### src/rtl/cadr_shift_ctl_pkg.sv
// cadr_shift_pkg: shared types, defaults and rotate/mask helpers for cadr_shift_ctl.
// mask_build is compiled only with SHIFT_CTL_MASK_EN.
package cadr_shift_pkg;
    localparam int WIDTH_DEF = 32;
    localparam int AMT_W_DEF = 5;
    // helpers work on a fixed container; callers pass the live width
    localparam int MAX_W = 64;
    localparam int IDX_W = $clog2(MAX_W);

    typedef enum logic [2:0] {S_IDLE, S_FINE, S_COARSE, S_MASK, S_DONE} state_t;

    function automatic logic [MAX_W-1:0] rotl(input logic [MAX_W-1:0] x, input int amt, input int w);
        logic [MAX_W-1:0] r;
        r = '0;
        for (int i = 0; i < MAX_W; i++)
            if (i < w) r[i] = x[IDX_W'((i + w - amt % w) % w)];
        return r;
    endfunction

`ifdef SHIFT_CTL_MASK_EN
    function automatic logic [MAX_W-1:0] mask_build(input int left, input int right, input int w);
        logic [MAX_W-1:0] m;
        m = '0;
        for (int i = 0; i < MAX_W; i++)
            if (i < w) m[i] = (left >= right) ? (i >= right && i <= left) : (i >= right || i <= left);
        return m;
    endfunction
`endif
endpackage

### src/rtl/cadr_shift_ctl_if.sv
// cadr_shift_ctl_if: request/response channels and rotator rank controls.
interface cadr_shift_ctl_if
    import cadr_shift_pkg::*;
#(
    parameter int WIDTH = WIDTH_DEF,
    parameter int AMT_W = AMT_W_DEF
);
    logic [1:0]         req_valid;
    logic [1:0]         req_ready;
    logic [WIDTH-1:0]   req_data0, req_data1;
    logic [AMT_W-1:0]   req_amt0, req_amt1;
    logic [2*AMT_W-1:0] req_mask0, req_mask1;
    logic               resp_valid;
    logic               resp_ready;
    logic               resp_id;
    logic [WIDTH-1:0]   resp_data;
    logic [1:0]         shf_sel;
    logic [AMT_W-3:0]   shf_csel;
    logic               shf_ce_n;

    modport master (
        output req_valid, req_data0, req_data1, req_amt0, req_amt1, req_mask0, req_mask1, resp_ready,
        input  req_ready, resp_valid, resp_id, resp_data, shf_sel, shf_csel, shf_ce_n
    );
    modport slave (
        input  req_valid, req_data0, req_data1, req_amt0, req_amt1, req_mask0, req_mask1, resp_ready,
        output req_ready, resp_valid, resp_id, resp_data, shf_sel, shf_csel, shf_ce_n
    );
endinterface

### src/rtl/cadr_shift_ctl_arb.sv
// cadr_shift_rr_arb: two-way round-robin arbiter; on a tie the requester not granted last wins.
module cadr_shift_rr_arb (
    input  logic       clk,
    input  logic       reset_n,
    input  logic [1:0] i_valid,
    input  logic       i_update,
    output logic [1:0] o_grant
);
    logic r_last;

    always_comb o_grant = (i_valid == 2'b11) ? (r_last ? 2'b01 : 2'b10) : i_valid;

    always_ff @(posedge clk or negedge reset_n)
        if (!reset_n) r_last <= 1'b1;
        else if (i_update) r_last <= o_grant[1];
endmodule

### src/rtl/cadr_shift_ctl.sv
// cadr_shift_ctl: arbitrates two rotate requesters and sequences the 25S10 fine/coarse ranks.
// SHIFT_CTL_MASK_EN adds a MASK pass that ANDs the result with a (possibly wrapping) bit range.
module cadr_shift_ctl
    import cadr_shift_pkg::*;
#(
    parameter int WIDTH = WIDTH_DEF,
    parameter int AMT_W = AMT_W_DEF
) (
    input logic             clk,
    input logic             reset_n,
    cadr_shift_ctl_if.slave bus
);
    state_t           r_state;
    logic [WIDTH-1:0] r_data, r_resp_data, w_fine, w_coarse;
    logic [AMT_W-1:0] r_amt;
    logic [AMT_W-3:0] r_csel;
    logic [1:0]       r_sel, w_grant;
    logic             r_id, r_resp_valid, r_ce_n, w_hs;

    cadr_shift_rr_arb u_arb (
        .clk      (clk),
        .reset_n  (reset_n),
        .i_valid  (bus.req_valid),
        .i_update (w_hs),
        .o_grant  (w_grant)
    );

    assign bus.req_ready  = (reset_n && r_state == S_IDLE) ? w_grant : 2'b00;
    assign w_hs           = |bus.req_ready;
    assign w_fine         = WIDTH'(rotl(MAX_W'(r_data), int'(r_amt[1:0]), WIDTH));
    assign w_coarse       = WIDTH'(rotl(MAX_W'(r_data), 4 * int'(r_amt[AMT_W-1:2]), WIDTH));
    assign bus.resp_valid = r_resp_valid;
    assign bus.resp_id    = r_id;
    assign bus.resp_data  = r_resp_data;
    assign bus.shf_sel    = r_sel;
    assign bus.shf_csel   = r_csel;
    assign bus.shf_ce_n   = r_ce_n;

`ifdef SHIFT_CTL_MASK_EN
    logic [2*AMT_W-1:0] r_mask;
    logic [WIDTH-1:0]   w_mask;
    assign w_mask = WIDTH'(mask_build(int'(r_mask[2*AMT_W-1:AMT_W]), int'(r_mask[AMT_W-1:0]), WIDTH));
`else
    logic w_unused_mask;
    assign w_unused_mask = ^{bus.req_mask0, bus.req_mask1};
`endif

    always_ff @(posedge clk or negedge reset_n) begin
        if (!reset_n) begin
            r_state      <= S_IDLE;
            r_data       <= '0;
            r_amt        <= '0;
            r_id         <= 1'b0;
            r_resp_valid <= 1'b0;
            r_resp_data  <= '0;
            r_sel        <= '0;
            r_csel       <= '0;
            r_ce_n       <= 1'b1;
`ifdef SHIFT_CTL_MASK_EN
            r_mask       <= '0;
`endif
        end else begin
            case (r_state)
                S_IDLE: if (w_hs) begin
                    r_data  <= w_grant[1] ? bus.req_data1 : bus.req_data0;
                    r_amt   <= w_grant[1] ? bus.req_amt1 : bus.req_amt0;
                    r_sel   <= w_grant[1] ? bus.req_amt1[1:0] : bus.req_amt0[1:0];
                    r_id    <= w_grant[1];
                    r_ce_n  <= 1'b0;
                    r_state <= S_FINE;
`ifdef SHIFT_CTL_MASK_EN
                    r_mask  <= w_grant[1] ? bus.req_mask1 : bus.req_mask0;
`endif
                end
                S_FINE: begin
                    r_data  <= w_fine;
                    r_sel   <= '0;
                    r_csel  <= r_amt[AMT_W-1:2];
                    r_state <= S_COARSE;
                end
                S_COARSE: begin
                    r_csel <= '0;
                    r_ce_n <= 1'b1;
`ifdef SHIFT_CTL_MASK_EN
                    r_data  <= w_coarse;
                    r_state <= S_MASK;
`else
                    r_resp_data  <= w_coarse;
                    r_resp_valid <= 1'b1;
                    r_state      <= S_DONE;
`endif
                end
`ifdef SHIFT_CTL_MASK_EN
                S_MASK: begin
                    r_resp_data  <= r_data & w_mask;
                    r_resp_valid <= 1'b1;
                    r_state      <= S_DONE;
                end
`endif
                S_DONE: if (bus.resp_ready) begin
                    r_resp_valid <= 1'b0;
                    r_state      <= S_IDLE;
                end
                default: r_state <= S_IDLE;
            endcase
        end
    end
endmodule

### src/flat_wrapper.sv
// flat-port wrapper written by rule: the top's interface ports become plain ports
module cadr_shift_ctl_flat import cadr_shift_pkg::*;
#(
    parameter int WIDTH = WIDTH_DEF,
    parameter int AMT_W = AMT_W_DEF
)
  (clk, reset_n, bus_req_valid, bus_req_data0, bus_req_data1, bus_req_amt0, bus_req_amt1, bus_req_mask0, bus_req_mask1, bus_resp_ready, bus_req_ready, bus_resp_valid, bus_resp_id, bus_resp_data, bus_shf_sel, bus_shf_csel, bus_shf_ce_n);
  cadr_shift_ctl_if #(.WIDTH(WIDTH), .AMT_W(AMT_W)) bus_i ();
  input logic clk;
  input logic reset_n;
  input wire logic [$bits(bus_i.req_valid)-1:0] bus_req_valid;
  input wire logic [$bits(bus_i.req_data0)-1:0] bus_req_data0;
  input wire logic [$bits(bus_i.req_data1)-1:0] bus_req_data1;
  input wire logic [$bits(bus_i.req_amt0)-1:0] bus_req_amt0;
  input wire logic [$bits(bus_i.req_amt1)-1:0] bus_req_amt1;
  input wire logic [$bits(bus_i.req_mask0)-1:0] bus_req_mask0;
  input wire logic [$bits(bus_i.req_mask1)-1:0] bus_req_mask1;
  input wire logic [$bits(bus_i.resp_ready)-1:0] bus_resp_ready;
  output wire logic [$bits(bus_i.req_ready)-1:0] bus_req_ready;
  output wire logic [$bits(bus_i.resp_valid)-1:0] bus_resp_valid;
  output wire logic [$bits(bus_i.resp_id)-1:0] bus_resp_id;
  output wire logic [$bits(bus_i.resp_data)-1:0] bus_resp_data;
  output wire logic [$bits(bus_i.shf_sel)-1:0] bus_shf_sel;
  output wire logic [$bits(bus_i.shf_csel)-1:0] bus_shf_csel;
  output wire logic [$bits(bus_i.shf_ce_n)-1:0] bus_shf_ce_n;
  assign bus_i.req_valid = bus_req_valid;
  assign bus_i.req_data0 = bus_req_data0;
  assign bus_i.req_data1 = bus_req_data1;
  assign bus_i.req_amt0 = bus_req_amt0;
  assign bus_i.req_amt1 = bus_req_amt1;
  assign bus_i.req_mask0 = bus_req_mask0;
  assign bus_i.req_mask1 = bus_req_mask1;
  assign bus_i.resp_ready = bus_resp_ready;
  assign bus_req_ready = bus_i.req_ready;
  assign bus_resp_valid = bus_i.resp_valid;
  assign bus_resp_id = bus_i.resp_id;
  assign bus_resp_data = bus_i.resp_data;
  assign bus_shf_sel = bus_i.shf_sel;
  assign bus_shf_csel = bus_i.shf_csel;
  assign bus_shf_ce_n = bus_i.shf_ce_n;
  cadr_shift_ctl #(.WIDTH(WIDTH), .AMT_W(AMT_W)) u_core (.clk(clk), .reset_n(reset_n), .bus(bus_i));
endmodule
### config.mk
export PLATFORM = sky130hd
export DESIGN_NAME = cadr_shift_ctl_flat
export DESIGN_NICKNAME = d
export VERILOG_FILES = /design/src/rtl/cadr_shift_ctl_pkg.sv /design/src/rtl/cadr_shift_ctl_if.sv /design/src/rtl/cadr_shift_ctl_arb.sv /design/src/rtl/cadr_shift_ctl.sv /design/src/flat_wrapper.sv
export SDC_FILE = /design/constraint.sdc
export NUM_CORES = 1
export LEC_CHECK = 0
export BUFFER_PORTS_ARGS = -buffer_cell sky130_fd_sc_hd__buf_2
export CAP_MARGIN = 10
export CORE_MARGIN = 5
export CORE_UTILIZATION = 25
export DETAILED_ROUTE_END_ITERATION = 8
export PLACE_DENSITY = 0.47
export SLEW_MARGIN = 25
export SYNTH_ARGS = -nofsm -noshare
export SYNTH_HDL_FRONTEND = slang
export SYNTH_SLANG_ARGS = --single-unit
### constraint.sdc
create_clock -name clk -period 3.2 [get_ports clk]
set_input_delay 0.32 -clock clk [delete_from_list [all_inputs] [get_ports clk]]
set_output_delay 0.32 -clock clk [all_outputs]
set_load 0.01 [all_outputs]
==> results list, run 1 <==
- WL per Instance: between 15 and 20 µm
- Critical path class: in2reg
- The largest total area in the synthesized netlist belongs to sky130_fd_sc_hd__dfrtp_1.
- Most common library cells after synthesis: sky130_fd_sc_hd__mux2i_1 (86), sky130_fd_sc_hd__dfrtp_1 (79), sky130_fd_sc_hd__nor2_1 (41)
- In the post-synthesis netlist, the cell with the most instances is sky130_fd_sc_hd__mux2i_1.
- Clock tree synthesis found a total of 81 sinks.
* Measured slew at the worst slew-check pin: between 0.9 and 1 ns
* DP HPWL: around 14000 µm
* Nets in the synthesized netlist: approximately 750
- 1st-iter DRT viols: roughly 430
- Tightest Hold Check Type: in2reg
- Final critical-path setup slack: between 0.9 and 1 ns
* Routed wire length: roughly 20000 µm
- Setup repair bufs after CTS: 0
- Synthesis inferred just over 80 register bits.
- Yosys top cell area share: between 30% and 40%
- First-pass detailed-route iteration total: 5
* Vias per cell: roughly 5
- For the final routed database, the setup TNS stands at 0 ns.
- The net count of the finished layout is slightly above 800.
- Placed Cells: 1033
- Pre-CTS setup slack: approximately 1.0 ns
* Setup repair after global routing missed its margin: false
- In this run the static leakage power is just over 3 nW.
* GR Util All Layers: ~14%
- In this run the count of I/O pins placed on the die edge is around 140.
* Number of cells upsized or downsized after cts: 0
- The critical path starts at reset_n.
- Entering global routing, the biggest net connects 67 pins.
* Layout cell share with drive strength beyond 1: 27.5%
- Setup violations remaining at the end of the flow were counted as 0.
- CTS HTree Levels: 3
- Of the available clock period, the critical path in the final layout requires 71.5%.
- The root buffer cell chosen for the clock tree is sky130_fd_sc_hd__clkbuf_16.
- Chip height: about 170 µm
- Top area cells in the synthesized netlist: sky130_fd_sc_hd__dfrtp_1 (31%), sky130_fd_sc_hd__mux2i_1 (14%), sky130_fd_sc_hd__mux4_2 (7.5%)
- Along the worst path, the maximum fanout reaches 26.
* Max Cap Violations: 0
- The worst pin sits at a relative slew slack of 35.0%.
* Area added between synthesis and finish: 18.2%
- Mean Syn Cell Area: just under 10 µm²
- Type of element capturing the critical path: flop
- Die ar.: 0.0285 mm²
* TritonCTS clock tree: done
* Residual DRC count: 0
- For the worst setup path, the data required time is between 3 and 4 ns.
- Counting I/O delays and the setup requirement, the final critical path takes ~2.3 ns.
- The clock passes through at most 2 buffers.
- WP data arrival: between 2 and 3 ns
* Min-Delay Startpoint: bus_req_valid[0]
* Cell Pwr Density: between 1000 and 1500 mW/mm²
* Post-CTS Hold Fix Bufs: 1
* Proportion of synthesized chip area in sequential cells: approximately a third
* Number of synthesized flops with an enable pin: 0
* Commonest register cell after synthesis: sky130_fd_sc_hd__dfrtp_1
* FP Rows: 58
* Max Fclk: about 0.44 GHz
* Post-synthesis cell type count: a little over 40
* Placeable core area: 0.0250 mm²
- Summing all non-filler instances in the final layout gives an area of ~0.0075 mm².
- Clock latency on the worst-skew pair, taken at its later pin, is 0.36 ns.
- Number of max-slew violations in the final report: 0
- Total vias in the final route: 5314
* Outcome: completed
- The worst-case IR drop observed on VDD is 503 µV.
* End-of-flow core utilization: just under 30%
* Yosys warning count: 0
- Once placement finished, the instance area stood at 0.00712 mm².
- Number of endpoints with negative hold slack in the final report: 0
- Post-synthesis instance area: approximately 0.0063 mm²
- The tightest hold path in the finished design has a slack of approximately 0.22 ns.
- In this run the horizontal extent of the chip is 169 µm.
- TritonCTS created 9 clock buffers.
- The first global-routing pass estimated between 30000 and 40000 µm of wire.
- Post-layout instance count excluding filler cells: ~1100
- Synthesis produced around 640 cells.
- Share of synthesized registers carrying an async set or reset: between 90% and 100%
- The number of antenna violations at the first check in global routing came to 0.
* Clock input transition at the sequential cells of the worst setup and hold paths: ~0.060 ns
* Number of port buffers: 120
* Worst setup skew after layout: approximately 0.0075 ns
- Post-DRT Antenna Nets: 0
* Layout fillers: approximately 2700
- The via count of the first global-routing pass is roughly 5200.
- Final RePlAce weighted congestion: 0.788
- The repair_antennas step left the layout with diodes totalling 0.
- Sort of element at the start of the critical path: primary input
* Overflow left after global routing: 0
* Worst r2r src: u_core.r_state[0]
- Once the floorplan was initialized, standard cells occupied between 20% and 30% of the core.
* Post-route total power: around 9.6 mW
==> state kept, by name (all words and copies together), names as in the netlist, 2 cells and up <==
name,flops
u_core.bus.resp_data,32
u_core.bus.shf_sel,2
u_core.r_state,3
u_core.r_amt,5
u_core.bus.shf_csel,3
u_core.r_data,32
==> final timing paths <==
| kind | slack [ns] | endpoint | cells after the start |
|---|---|---|---|
| setup / recovery | 0.91 | u_core.r_data[16] | 8 |
| hold / removal | 0.22 | u_core.u_arb.r_last | 2 |
| setup reg to reg | 1.03 | u_core.bus.shf_csel[1] | 6 |
| hold reg to reg | 0.50 | u_core.bus.shf_csel[0] | 1 |
| max in group asynchronous | 1.91 | u_core.bus.resp_data[31] | 3 |
| min in group asynchronous | 0.37 | u_core.bus.resp_data[12] | 2 |
==> kinds of logic (layout without fill, tap and decap cells) <==
group | count (synthesis) | in the layout | synth area share (%)
buf+inv | 84 | 162 | 6.62
compound gates | 214 | 214 | 21.8
flops | 81 | 81 | 32.2
fa+ha+maj | 4 | 4 | 0.793
mux | 134 | 134 | 28.6
simple gates | 121 | 121 | 9.51
xor+xnor | 4 | 4 | 0.555
==> report_power, final <==
part           switching [mW]  internal, mW
combinational            3.03          2.85
sequential              0.961          1.55
clock                   0.441         0.726
==> worst max-delay path: stages <==
cell and delay, ns:
sky130_fd_sc_hd__dlygate4sd3_1 0.52, sky130_fd_sc_hd__buf_4 0.25, sky130_fd_sc_hd__nor4b_4 0.42, sky130_fd_sc_hd__o21ai_4 0.10, sky130_fd_sc_hd__inv_1 0.44, sky130_fd_sc_hd__buf_12 0.24, sky130_fd_sc_hd__o21ai_0 0.10, sky130_fd_sc_hd__o21ai_1 0.16
==> placed cells by master, fill, tap and decap left out, types with 2 or more instances in the layout <==
master,instances
sky130_fd_sc_hd__ha_1,4
sky130_fd_sc_hd__clkbuf_8,2
sky130_fd_sc_hd__and2_1,3
sky130_fd_sc_hd__a22o_1,3
sky130_fd_sc_hd__mux2i_1,86
sky130_fd_sc_hd__mux4_2,21
sky130_fd_sc_hd__a211oi_1,29
sky130_fd_sc_hd__mux4_1,11
sky130_fd_sc_hd__nor2_1,41
sky130_fd_sc_hd__buf_4,12
sky130_fd_sc_hd__mux2_2,16
sky130_fd_sc_hd__buf_12,3
sky130_fd_sc_hd__nand3_1,16
sky130_fd_sc_hd__dfrtp_1,79
sky130_fd_sc_hd__nor2b_1,36
sky130_fd_sc_hd__o22ai_1,16
sky130_fd_sc_hd__clkbuf_16,9
sky130_fd_sc_hd__inv_1,8
sky130_fd_sc_hd__bufinv_16,2
sky130_fd_sc_hd__o21ai_1,31
sky130_fd_sc_hd__o21ai_0,38
sky130_fd_sc_hd__inv_2,2
sky130_fd_sc_hd__clkinvlp_4,2
sky130_fd_sc_hd__buf_2,119
sky130_fd_sc_hd__nand2_1,21
sky130_fd_sc_hd__dfstp_2,2
sky130_fd_sc_hd__xor2_1,2
sky130_fd_sc_hd__a21oi_1,40
sky130_fd_sc_hd__a211oi_2,3
sky130_fd_sc_hd__xnor2_1,2
sky130_fd_sc_hd__a22oi_1,32
sky130_fd_sc_hd__a221o_1,16
==> routing by layer <==
metal	global-route usage (%)	vias to the layer above	wire (µm)
met5	0	-	0
met3	2.50	20	927
li1	-	2583	-
met4	3.74	0	314
met2	21.7	140	9140
met1	20.1	2571	9590
==> final cells by class <==
type                            instances  area, µm²  share of cell area (%)
Inverter                               10       37.5                   0.503
Multi-Input combinational cell        477       3880                    52.1
Timing Repair Buffer                  136        767                    10.3
Sequential cell                        81       2030                    27.2
Tap cell                              330        413                    5.53
Clock buffer                           12        256                    3.44
Clock inverter                          4       75.1                    1.01
(Power assumes the default switching activity.)
==> run 2, diff against run 1 <==
--- a/config.mk
+++ b/config.mk
@@ -10,7 +10,7 @@
 export CORE_MARGIN = 5
 export CORE_UTILIZATION = 25
 export DETAILED_ROUTE_END_ITERATION = 8
-export PLACE_DENSITY = 0.47
+export PLACE_DENSITY = 0.49
 export SLEW_MARGIN = 25
 export SYNTH_ARGS = -nofsm -noshare
 export SYNTH_HDL_FRONTEND = slang
==> constraint.sdc (replaced) <==
create_clock -name clk -period 2.1 [get_ports clk]
set_input_delay 0.21 -clock clk [delete_from_list [all_inputs] [get_ports clk]]
set_output_delay 0.21 -clock clk [all_outputs]
set_load 0.01 [all_outputs]
==> run 2 against run 1 <==
Compared with the run above: the run now ends with negative hold slack left; largest cell class unchanged; first-iteration DRC count shrank 18%; clock skew hardly changed; final area increased by 2.2%; global-route usage down 0.082 points; total power is 55% higher; critical endpoint is now bus_req_ready[0]; final cell count is 1.4% higher; sequential power grew 50%; worst setup slack worse by 0.76 ns; hold slack worse by 0.26 ns; die area is the same; sequential share of layout area shrank 0.56 points; register-to-register slack worse by 0.85 ns.
==> results list, run 2 (same netlist as run 1, synthesis figures left out) <==
* Clock input transition at the sequential cells of the worst setup and hold paths: 0.06 ns
* WP data arrival: between 1.5 and 2 ns
- The most critical setup path has its endpoint at bus_req_ready[0].
- The share of total power dissipated in the clock network is a little under an eighth.
- Overflow left after global routing: 0
- The most critical setup path has its startpoint at u_core.r_state[0].
* CTS Buf Count: 9
- During placement, the flow inserted port buffers numbering between 100 and 150.
- From left edge to right edge, the die measures about 170 µm.
- Entering global routing, the biggest net connects 67 pins.
* Setup repair after global routing missed its margin: false
- Leaving out fill and tap cells, the most frequent cell in the layout is sky130_fd_sc_hd__buf_2.
- GR Util All Layers: between 10% and 20%
* Critical path class: reg2out
- Layout cell share with drive strength beyond 1: between 20 and 30%
* Summed negative setup slack over all endpoints: 0 ns
- The floorplan step defined a core boundary enclosing approximately 0.025 mm².
- Area added between synthesis and finish: 20.8%
- Measured along the y axis, the die boundary spans 169 µm.
- Measured slew at the worst slew-check pin: 0.985 ns
- Worst path max stage delay: about 0.45 ns
- Dividing total power by cell area gives a power density of between 1500 and 2000 mW/mm².
- The worst hold path belongs to the class in2async.
- Max Fclk: between 0.5 and 0.6 GHz
- Counting tap cells, the placed design contains a total of about 1000 instances.
- Reg-to-reg critical path endpoint: u_core.bus.resp_data[26]
* Residual DRC count: 0
- Final RePlAce weighted congestion: around 0.85
- Antenna violations before repair: 0
- Post-DRT Antenna Nets: 0
- Worst-Skew Late Latency: 0.36 ns
* Switching power: around 6.9 mW
* Worst setup skew after layout: between 0.007 and 0.008 ns
- Switching power share of the total: a little under half
- Layout fillers: between 2000 and 3000
* Number of endpoints with negative hold slack in the final report: 44
* Boundary pin count: between 100 and 150
- STA puts the critical path data required time at approximately 1.9 ns.
* Outcome: finished, violations left
* CP max stage cell: sky130_fd_sc_hd__dfrtp_1
- Sort of element at the start of the critical path: flop
- Number of diodes added for antenna fixing: 0
- The finished layout holds 1065 standard cells, fillers aside.
- Combinational logic burns a little over three fifths of the power.
* WHS: -0.0346 ns
* CTS max path bufs: 2
- Violations in the final reports: negative hold slack
* Worst supply voltage drop on vdd: around 970 µV
- Max-cap violations in this run came to 0.
- The worst path needs slightly below 2 ns of the cycle, external delays included.
- Setup violators final: 0
- Critical-path maximum fanout: 5
* DP HPWL: roughly 14000 µm
* Highest-count cells in the layout ignoring fill and taps: sky130_fd_sc_hd__buf_2 (119), sky130_fd_sc_hd__mux2i_1 (86), sky130_fd_sc_hd__dfrtp_1 (78)
* Effective utilization at floorplan: approximately 25%
* Register-to-register setup slack: 0.18 ns
- Sequential cells burn between 20% and 30% of the power.
* Die ar.: about 0.029 mm²
- The number of max-slew violations in the final report was 0.
- TritonCTS sink count: 81
- Total vias in the final route: approximately 5400
* Net count of the finished layout: about 830
* TritonCTS clock tree: done
* Worst r2r src: u_core.r_amt[2]
- Number of cells upsized or downsized after cts: 0
* Wire length of the first global-routing pass: ~30000 µm
- The cell sitting at the root of the clock tree is a sky130_fd_sc_hd__clkbuf_16.
- Summed over all cells, the static leakage comes to about 3.2 nW.
- Dividing the detail-routed via count by the number of cells gives between 5 and 6.
* First-pass detailed-route iteration total: 5
- Walking the worst path, the cells encountered are nor4b_4 -> buf_4 -> nand2_1 -> a21oi_1 -> buf_2.
- In the finished design, the share of the clock period the worst path needs comes to roughly 93%.
- Type of element capturing the critical path: primary output
- The via count of the first global-routing pass came to 5366.
* Post-route total power: approximately 15 mW
- CTS HTree Levels: 3
* Routed wire length: about 20000 µm
- In the final routed layout, each cell accounts on average for between 15 and 20 µm.
* Post-CTS Hold Fix Bufs: 0
- Cell internal power was estimated by the tool at about 8 mW.
* 1st-iter DRT viols: ~350
* Worst slew margin: 34.1%
- Worst Reg-to-Reg Cells: 5
- In this run the core area contains 58 standard-cell rows.
==> run 2: worst min-delay path by stage <==
stage	from	end	slack (ns)	cells after the start
2_1_floorplan	reset_n	u_core.bus.resp_data[0]	-0.09	0
3_3_place_gp	reset_n	u_core.bus.resp_data[0]	0.39	2
3_5_place_dp	reset_n	u_core.bus.resp_data[25]	0.40	2
4_1_cts	reset_n	u_core.r_data[31]	0.007	2
5_1_grt	reset_n	u_core.bus.resp_data[9]	0.03	2
6_report	reset_n	u_core.bus.resp_data[25]	-0.03	2
==> run 2: critical path, delay by kind of cell, from the launching register on <==
kind / cells / cell delay (ns)
flops: 1 / 0.45
buf+inv: 2 / 0.35
compound gates: 1 / 0.17
simple gates: 2 / 0.42
==> run 2: what timing repair did <==
item / 4_1_cts / 5_1_grt
hold endpoints to repair: 0 / 0
endpoints found under the setup margin: 0 / 1
buffers inserted: 0 / 1
==> run 2: final cells by class <==
type	count	area (µm²)	area share [%]
clock buffers	9	225	2.95
clock inverters	7	83.8	1.10
flip-flops and latches	81	2030	26.6
repair buffers	151	948	12.4
inverters	10	40.0	0.525
multi-input cells	477	3880	50.9
well taps	330	413	5.41
==> run 2: routing by layer <==
metal | global-route usage (%) | part of all wire (%) | wire length [µm]
met1 | 19.3 | 47 | 9360
met2 | 22.0 | 47 | 9390
met3 | 2.97 | 4.7 | 947
met5 | 0 | 0 | 0
met4 | 3.67 | 1.6 | 329
==> run 2: stage by stage <==
step                utilization [%]  worst slack (ns)  cell area (µm²)
floorplan                         -            0.0227             6340
global placement               29.2             0.233             7310
detailed placement             29.2             0.214             7310
CTS                            30.4            0.0221             7620
global route                   30.5            0.0218             7630
finish                         30.5             0.153             7630
==> run 2: power groups by stage <==
stage                     Sequential [mW]  Combinational, mW  Clock (mW)
after floorplan                      3.10               7.44           0
after global placement               3.75               9.29           0
after detailed placement             3.77               9.42           0
after CTS                            3.74               9.47        1.74
after global routing                 3.87               10.3        1.80
final                                3.77               9.39        1.68
